[src/rtl/chacha_stream_ctrl.sv]
// Multi-block keystream sequencer in front of chacha_core: one init, then next pulses, blocks out over valid/ready.
// Optional watchdog on the core wait states is enabled by defining CHACHA_CTRL_TIMEOUT_EN.
module chacha_stream_ctrl #(
  parameter int unsigned NB_W    = 16,
  parameter int unsigned ROUNDS  = 20,
  parameter int unsigned TMO_CYC = 256
) (
  input  logic              clk,
  input  logic              reset_n,
  input  logic              start,
  input  logic              abort,
  input  logic [255:0]      key_in,
  input  logic [63:0]       iv_in,
  input  logic [63:0]       ctr_in,
  input  logic [NB_W-1:0]   num_blocks,
  output logic              busy,
  output logic              done,
  output logic              ctr_wrap,
  output logic              err_timeout,
  output logic [511:0]      ks_data,
  output logic [63:0]       ks_ctr,
  output logic              ks_valid,
  input  logic              ks_ready,
  output logic              core_init,
  output logic              core_next,
  output logic [255:0]      core_key,
  output logic [63:0]       core_iv,
  output logic [63:0]       core_ctr,
  output logic              core_keylen,
  output logic [4:0]        core_rounds,
  input  logic              core_ready,
  input  logic              core_data_out_valid,
  input  logic [511:0]      core_data_out
);

  localparam int unsigned CTR_W  = 64;
  localparam int unsigned RND_W  = 5;
  localparam int unsigned WD_W   = 16;

  typedef enum logic [2:0] {
    S_IDLE,
    S_ISSUE,
    S_WLO,
    S_WHI,
    S_HOLD
  } state_t;

  state_t            state;
  logic [NB_W-1:0]   left;
  logic [CTR_W-1:0]  cur_ctr;
  logic              first;
  logic              capture_c;
  logic              wd_hit_c;

  assign core_keylen = 1'b1;
  assign core_rounds = RND_W'(ROUNDS);

  assign capture_c = (state == S_WHI) && core_ready && core_data_out_valid;

`ifdef CHACHA_CTRL_TIMEOUT_EN
  logic [WD_W-1:0] wdog;

  // Counts cycles spent waiting on the core for the current block; HOLD is never counted.
  assign wd_hit_c = ((state == S_WLO) || (state == S_WHI)) && !capture_c &&
                    (wdog == WD_W'(TMO_CYC - 1));

  always_ff @(posedge clk) begin
    if (!reset_n) begin
      wdog        <= '0;
      err_timeout <= 1'b0;
    end else begin
      err_timeout <= wd_hit_c && !abort;
      if ((state == S_WLO) || (state == S_WHI)) begin
        wdog <= wdog + WD_W'(1);
      end else begin
        wdog <= '0;
      end
    end
  end
`else
  assign wd_hit_c    = 1'b0;
  assign err_timeout = 1'b0;
`endif

  // Job sequencer; abort overrides every state, reset overrides abort.
  always_ff @(posedge clk) begin
    if (!reset_n) begin
      state     <= S_IDLE;
      busy      <= 1'b0;
      done      <= 1'b0;
      ctr_wrap  <= 1'b0;
      ks_data   <= '0;
      ks_ctr    <= '0;
      ks_valid  <= 1'b0;
      core_init <= 1'b0;
      core_next <= 1'b0;
      core_key  <= '0;
      core_iv   <= '0;
      core_ctr  <= '0;
      left      <= '0;
      cur_ctr   <= '0;
      first     <= 1'b0;
    end else begin
      done      <= 1'b0;
      core_init <= 1'b0;
      core_next <= 1'b0;
      if (abort) begin
        state    <= S_IDLE;
        busy     <= 1'b0;
        ks_valid <= 1'b0;
      end else begin
        unique case (state)
          S_IDLE: begin
            if (start) begin
              if (num_blocks == '0) begin
                done <= 1'b1;
              end else if (core_ready) begin
                core_key <= key_in;
                core_iv  <= iv_in;
                core_ctr <= ctr_in;
                cur_ctr  <= ctr_in;
                left     <= num_blocks;
                first    <= 1'b1;
                ctr_wrap <= 1'b0;
                busy     <= 1'b1;
                state    <= S_ISSUE;
              end
            end
          end
          S_ISSUE: begin
            if (core_ready) begin
              core_init <= first;
              core_next <= !first;
              first     <= 1'b0;
              state     <= S_WLO;
            end
          end
          S_WLO: begin
            // A valid still high from the previous block must not be taken; wait for the core to go busy.
            if (wd_hit_c) begin
              busy  <= 1'b0;
              state <= S_IDLE;
            end else if (!core_ready) begin
              state <= S_WHI;
            end
          end
          S_WHI: begin
            if (capture_c) begin
              ks_data  <= core_data_out;
              ks_ctr   <= cur_ctr;
              ks_valid <= 1'b1;
              state    <= S_HOLD;
            end else if (wd_hit_c) begin
              busy  <= 1'b0;
              state <= S_IDLE;
            end
          end
          S_HOLD: begin
            if (ks_ready) begin
              ks_valid <= 1'b0;
              left     <= left - NB_W'(1);
              cur_ctr  <= cur_ctr + CTR_W'(1);
              if (&cur_ctr) begin
                ctr_wrap <= 1'b1;
              end
              if (left == NB_W'(1)) begin
                done  <= 1'b1;
                busy  <= 1'b0;
                state <= S_IDLE;
              end else begin
                state <= S_ISSUE;
              end
            end
          end
          default: begin
            busy  <= 1'b0;
            state <= S_IDLE;
          end
        endcase
      end
    end
  end

endmodule

[config.mk]
export PLATFORM = sky130hd
export DESIGN_NAME = chacha_stream_ctrl
export DESIGN_NICKNAME = d
export VERILOG_FILES = /design/src/rtl/chacha_stream_ctrl.sv
export SDC_FILE = /design/constraint.sdc
export NUM_CORES = 2
export LEC_CHECK = 0
export CELL_PAD_IN_SITES_DETAIL_PLACEMENT = 0
export CELL_PAD_IN_SITES_GLOBAL_PLACEMENT = 1
export CORE_AREA = 2 2 745 747
export CTS_BUF_LIST = sky130_fd_sc_hd__clkbuf_2
export DETAILED_ROUTE_END_ITERATION = 10
export DIE_AREA = 0 0 747 749
export GPL_TIMING_DRIVEN = 1
export PLACE_DENSITY_LB_ADDON = 0.08
export SLEW_MARGIN = 10
export SYNTH_ARGS = -nofsm -noshare
export SYNTH_HDL_FRONTEND = slang
export SYNTH_SLANG_ARGS = --single-unit
[constraint.sdc]
create_clock -name clk -period 2.4 [get_ports clk]
set_input_delay 0.24 -clock clk [delete_from_list [all_inputs] [get_ports clk]]
set_output_delay 0.24 -clock clk [all_outputs]
set_load 0.03 [all_outputs]
==> results.toml, run 1 <==
[clocking]
postCtsResizedCells = 4831
clockBufferDepth = 4
numClockSinks = 1050
cts_buffers = 394
post-cts-setup-buffers = 27
cts_max_level = 5
clock-root-buffer = "clkbuf_2"
postCtsHoldBufs = 2974

[outcome]
status = "stopped before the end"
stop_stage = "4_1_cts"
stop_error = "[ERROR RSZ-0060] Max buffer count reached."

[placement]
dp_hpwl_mm = 341.7
gp_congestion = 0.8389
io_buffers = 1884

[synth]
synth_edf_count = 0
ys_seq_area_share_pct = 54.50
yosysWarnings = 0
netlist_area_um2 = 38570
synthArstFlopShare_pct = 0
synth_seq_cells = 1050
netlist_instances = 4945
synth_top_area_cell = "dfxtp_1"
yosysTopAreaCellShare_pct = 54.50
synth_ff_type = "dfxtp_1"
synth.distinct_cells = 69
avgSynthCellArea_um2 = 7.799
synthTopCellsByArea = "dfxtp_1 55%, nand2_1 19%, a21oi_1 13%, clkbuf_1 2.4%, buf_2 1.6%"

[floorplan]
dieWidth_um = 747
die_height_um = 749
pin_count = 1892
start_util_pct = 6.995
rows = 273
## kinds of logic after synthesis
logic type | share of synthesized area (%)
other | 0.01947
multiplexers | 0.02596
AND/OR/NAND/NOR | 24.35
AO/OA/AOI/OAI | 16.61
adder cells (fa/ha/maj) | 0.09734
flip-flops | 54.50
buffers and inverters | 4.393
## cell usage after synthesis (6+ instances only)
library cell / number
buf_4: 11
buf_2: 120
a22oi_1: 15
o2111ai_1: 7
nor3_1: 19
inv_1: 15
and4_1: 12
nand3_1: 48
or3_1: 12
o21ai_0: 45
nor4_1: 18
o221ai_1: 6
nand2_1: 1989
or4_1: 15
o22ai_1: 8
o211ai_1: 15
a221oi_1: 6
nand4_1: 45
a21oi_1: 1019
nor2_1: 55
and3_1: 16
a41oi_1: 6
clkbuf_1: 251
o31a_1: 6
a31oi_1: 24
dfxtp_1: 1050
and2_1: 10
## through the flow
| stage | cell area [um2] | setup WS (ns) | hold slack [ns] | instances |
|---|---|---|---|---|
| after floorplan | 38580 | 0.3013 | 0.3356 | 4950 |
| after global placement | 69120 | -0.9333 | 0.4416 | 14170 |
| after detailed placement | 69120 | -0.9062 | 0.4453 | 14170 |
==> run 2, diff against run 1 <==
==> config.mk (replaced) <==
export PLATFORM = sky130hd
export DESIGN_NAME = chacha_stream_ctrl
export DESIGN_NICKNAME = d
export VERILOG_FILES = /design/src/rtl/chacha_stream_ctrl.sv
export SDC_FILE = /design/constraint.sdc
export NUM_CORES = 2
export LEC_CHECK = 0
export CORE_AREA = 2 2 735 737
export DETAILED_ROUTE_END_ITERATION = 10
export DIE_AREA = 0 0 737 739
export GPL_TIMING_DRIVEN = 1
export PLACE_DENSITY_LB_ADDON = 0.15
export SLEW_MARGIN = 10
export SYNTH_ARGS = -nofsm -noshare
export SYNTH_HDL_FRONTEND = slang
export SYNTH_SLANG_ARGS = --single-unit
==> results.toml, run 2 <==
[global_routing]
grt_max_degree = 91
antenna_found_initial = 256
grt_overflow = 0
grt_pass1_wl_mm = 554.1
grt_pass1_vias = 49350
grt_usage_pct = 15.50

[routing]
first_pass_iters = 6
route.met3.wl_mm = 47.59
drtAntennaViolNets = 0
finalWirelength_mm = 440.5
routed-via-count = 48340
dr_wl_met2_mm = 209.4
wl_per_cell_um = 29.07
maxUsedRoutingLayer = "met5"
post-route-drc-count = 0
drtIter0Drc = 2877
routed_via_density = 3.190
met1Wirelength_mm = 168.7

[placement]
dpl_cell_area_um2 = 68060
io_buffers = 1884
dp_hpwl_mm = 379.9
gp_congestion = 0.9089

[power]
power-per-cell-area_nw_per_um2 = 612.1
pwr-share-seq_pct = 36.1
swShare_pct = 27.62
p_leak_nw = 28.56
power.total_mw = 49.75
p_clk_share_pct = 52.2
ir_worst_vdd_mv = 0.5059
p_comb_share_pct = 11.8
p_switching_mw = 13.74
p_int_mw = 36.01

[floorplan]
rows = 269
pin_count = 1892
dieArea_um2 = 544600
start_util_pct = 7.197
dieWidth_um = 737
die_height_um = 739
core_area_um2 = 535800

[synth]
synth_edf_count = 0
yosysTopAreaCellShare_pct = 54.50
synth_top_area_cell = "dfxtp_1"
synthArstFlopShare_pct = 0
synth_seq_cells = 1050
synth_most_common_cell = "nand2_1"
synth_common_cells = "1989 x nand2_1, 1050 x dfxtp_1, 1019 x a21oi_1"
netlist_area_um2 = 38570
synthTopCellsByArea = "dfxtp_1 55%, nand2_1 19%, a21oi_1 13%, clkbuf_1 2.4%, buf_2 1.6%"
synth.distinct_cells = 69
ys_seq_area_share_pct = 54.50
synth_ff_type = "dfxtp_1"
yosysWarnings = 0
netlist_instances = 4945
avgSynthCellArea_um2 = 7.799

[clocking]
clk_latency_ns = 0.91
clockBufferDepth = 4
cts_buffers = 165
cts_max_level = 4
path_clk_slew_ns = 0.06
numClockSinks = 1050
clock-root-buffer = "clkbuf_16"
cts_tree = "yes"

[setup_path]
start_kind = "flip-flop"
crit_chain = "nand4_1 -> nor2_1 -> nand4_2 -> buf_4 -> o31a_1 -> o22ai_1"
reg2reg_from = "cur_ctr[21]$_SDFFE_PN0P_"
endpoint_kind = "flip-flop"
critPathKind = "flip-flop to flip-flop"
timing.reg2reg.setup_slack_ns = 0.08
worstPathArrival_ns = 3.13
required_ns = 3.20
timing.rr.end = "cur_ctr[47]$_SDFFE_PN0P_"
cp_max_fo = 9
cp_slowest_cell = "dfxtp_1"
cpPeakStageDelay_ns = 0.52
rr_worst_depth = 6

[final_layout]
regMostFlops = "ks_data"
final_cell_mix = "1987 x nand2_1, 1382 x clkdlybuf4s50_1, 1046 x dfxtp_1, 1019 x a21oi_1, 772 x dlygate4sd3_1"
top_regs = "ks_data x512, core_key x256"
fin_util_pct = 15.17
fillCellCount = 61220
drive_above_1_share_pct = 11.20
syn2layout_area_growth_pct = 110.8
largest_reg_flops = 512
layout_commonest_cell = "nand2_1"
fin_area_um2 = 81280
fin_nets = 8684

[timing]
min_period_over_period_pct = 96.83
fmax_ghz = 0.4303
tightest_slew_ns = 0.8848
whs_ns = 0.06163
setup_violations = 0
rsz0062_at_grt = "no"
finalHoldViolCount = 0
setup_tns_ns = 0
slew_headroom_pct = 41.01
finalCriticalPeriod_ns = 2.324
slew_violations = 0
skew_ns = 0.05554

[worst_hold_path]
min_from = "core_data_out[3]"
holdPathEnd = "ks_data[3]$_SDFFE_PN0P_"
min_path_type = "primary input to flip-flop"
hold_depth = 3

[outcome]
status = "completed"

[run]
maxCapViolCount = 0
run 2: cell counts after synthesis:
Identical to the previous run, type by type.
run 2: what timing repair did:
item / CTS / global route
hold buffers: 772 / 0
buffers inserted: 0 / 1
gates cloned: 0 / 0
pin swaps: 0 / 1
setup endpoints to repair: 340 / 157
endpoints found under the hold margin: 793 / 0
gates resized for setup: 311 / 8
run 2: per-stage QoR:
step	std cells	setup WS [ns]
floorplan	4950	0.3013
global placement	14000	-0.5780
detailed placement	14000	-0.5234
CTS	15070	0.001447
global route	15110	0.0008629
finish	15150	0.07596
run 2: power groups by stage:
stage	clock, mW	combinational, mW	sequential, mW
after detailed placement	0	4.62	18.3
after global routing	27.7	6.20	18.0
after floorplan	0	0.844	18.7
after CTS	27.3	6.03	17.9
after global placement	0	4.63	18.3
final	26.0	5.85	17.9
run 2: kinds of logic (layout without fill, tap and decap cells):
family	Yosys count	after routing	share of synthesized area [%]
adders and majority gates	3	3	0.09734
muxes	1	1	0.02596
DFF	1050	1050	54.50
and+or+nand+nor	2287	2287	24.35
buffers and inverters	400	3341	4.393
other	2	87	0.01947
AOI/OAI and AO/OA	1202	1202	16.61
run 2: how the worst max path moves through the flow:
stage	endpoint	from	cells past startpoint	slack, ns
2_1_floorplan	cur_ctr[48]$_SDFFE_PN0P_	cur_ctr[0]$_SDFFE_PN0P_	7	0.30
3_3_place_gp	core_iv[25]$_SDFFE_PN0P_	num_blocks[8]	11	-0.58
3_5_place_dp	core_key[6]$_SDFFE_PN0P_	num_blocks[8]	11	-0.52
4_1_cts	ks_data[452]	ks_data[452]$_SDFFE_PN0P_	1	0.001
5_1_grt	core_key[157]$_SDFFE_PN0P_	state[2]$_SDFFE_PP0P_	8	0.0009
6_report	cur_ctr[47]$_SDFFE_PN0P_	cur_ctr[21]$_SDFFE_PN0P_	6	0.08
run 2: routing by layer:
| metal | vias to the layer above | global-route usage (%) |
|---|---|---|
| met5 | - | 0 |
| met4 | 78 | 4.153 |
| met3 | 626 | 6.801 |
| met2 | 2173 | 26.63 |
| met1 | 23250 | 17.32 |
| li1 | 22210 | - |
run 2: cell type report:
type	count	area, um2	share of cell area, %
inverters	15	63.81	0.07851
clock inverters	59	817.0	1.005
well taps	7181	8985	11.05
repair buffers	3030	29450	36.24
diodes	80	200.2	0.2463
multi-input cells	3500	15970	19.65
clock buffers	237	4761	5.857
flip-flops and latches	1050	21030	25.87
run 2: critical path: cells and delay by family (launching register included):
kind | cells | cell delay [ns]
flip-flops | 1 | 0.52
AND/OR/NAND/NOR | 3 | 1.08
buffers and inverters | 1 | 0.25
AO/OA/AOI/OAI | 2 | 0.40
(Power assumes the default switching activity.)
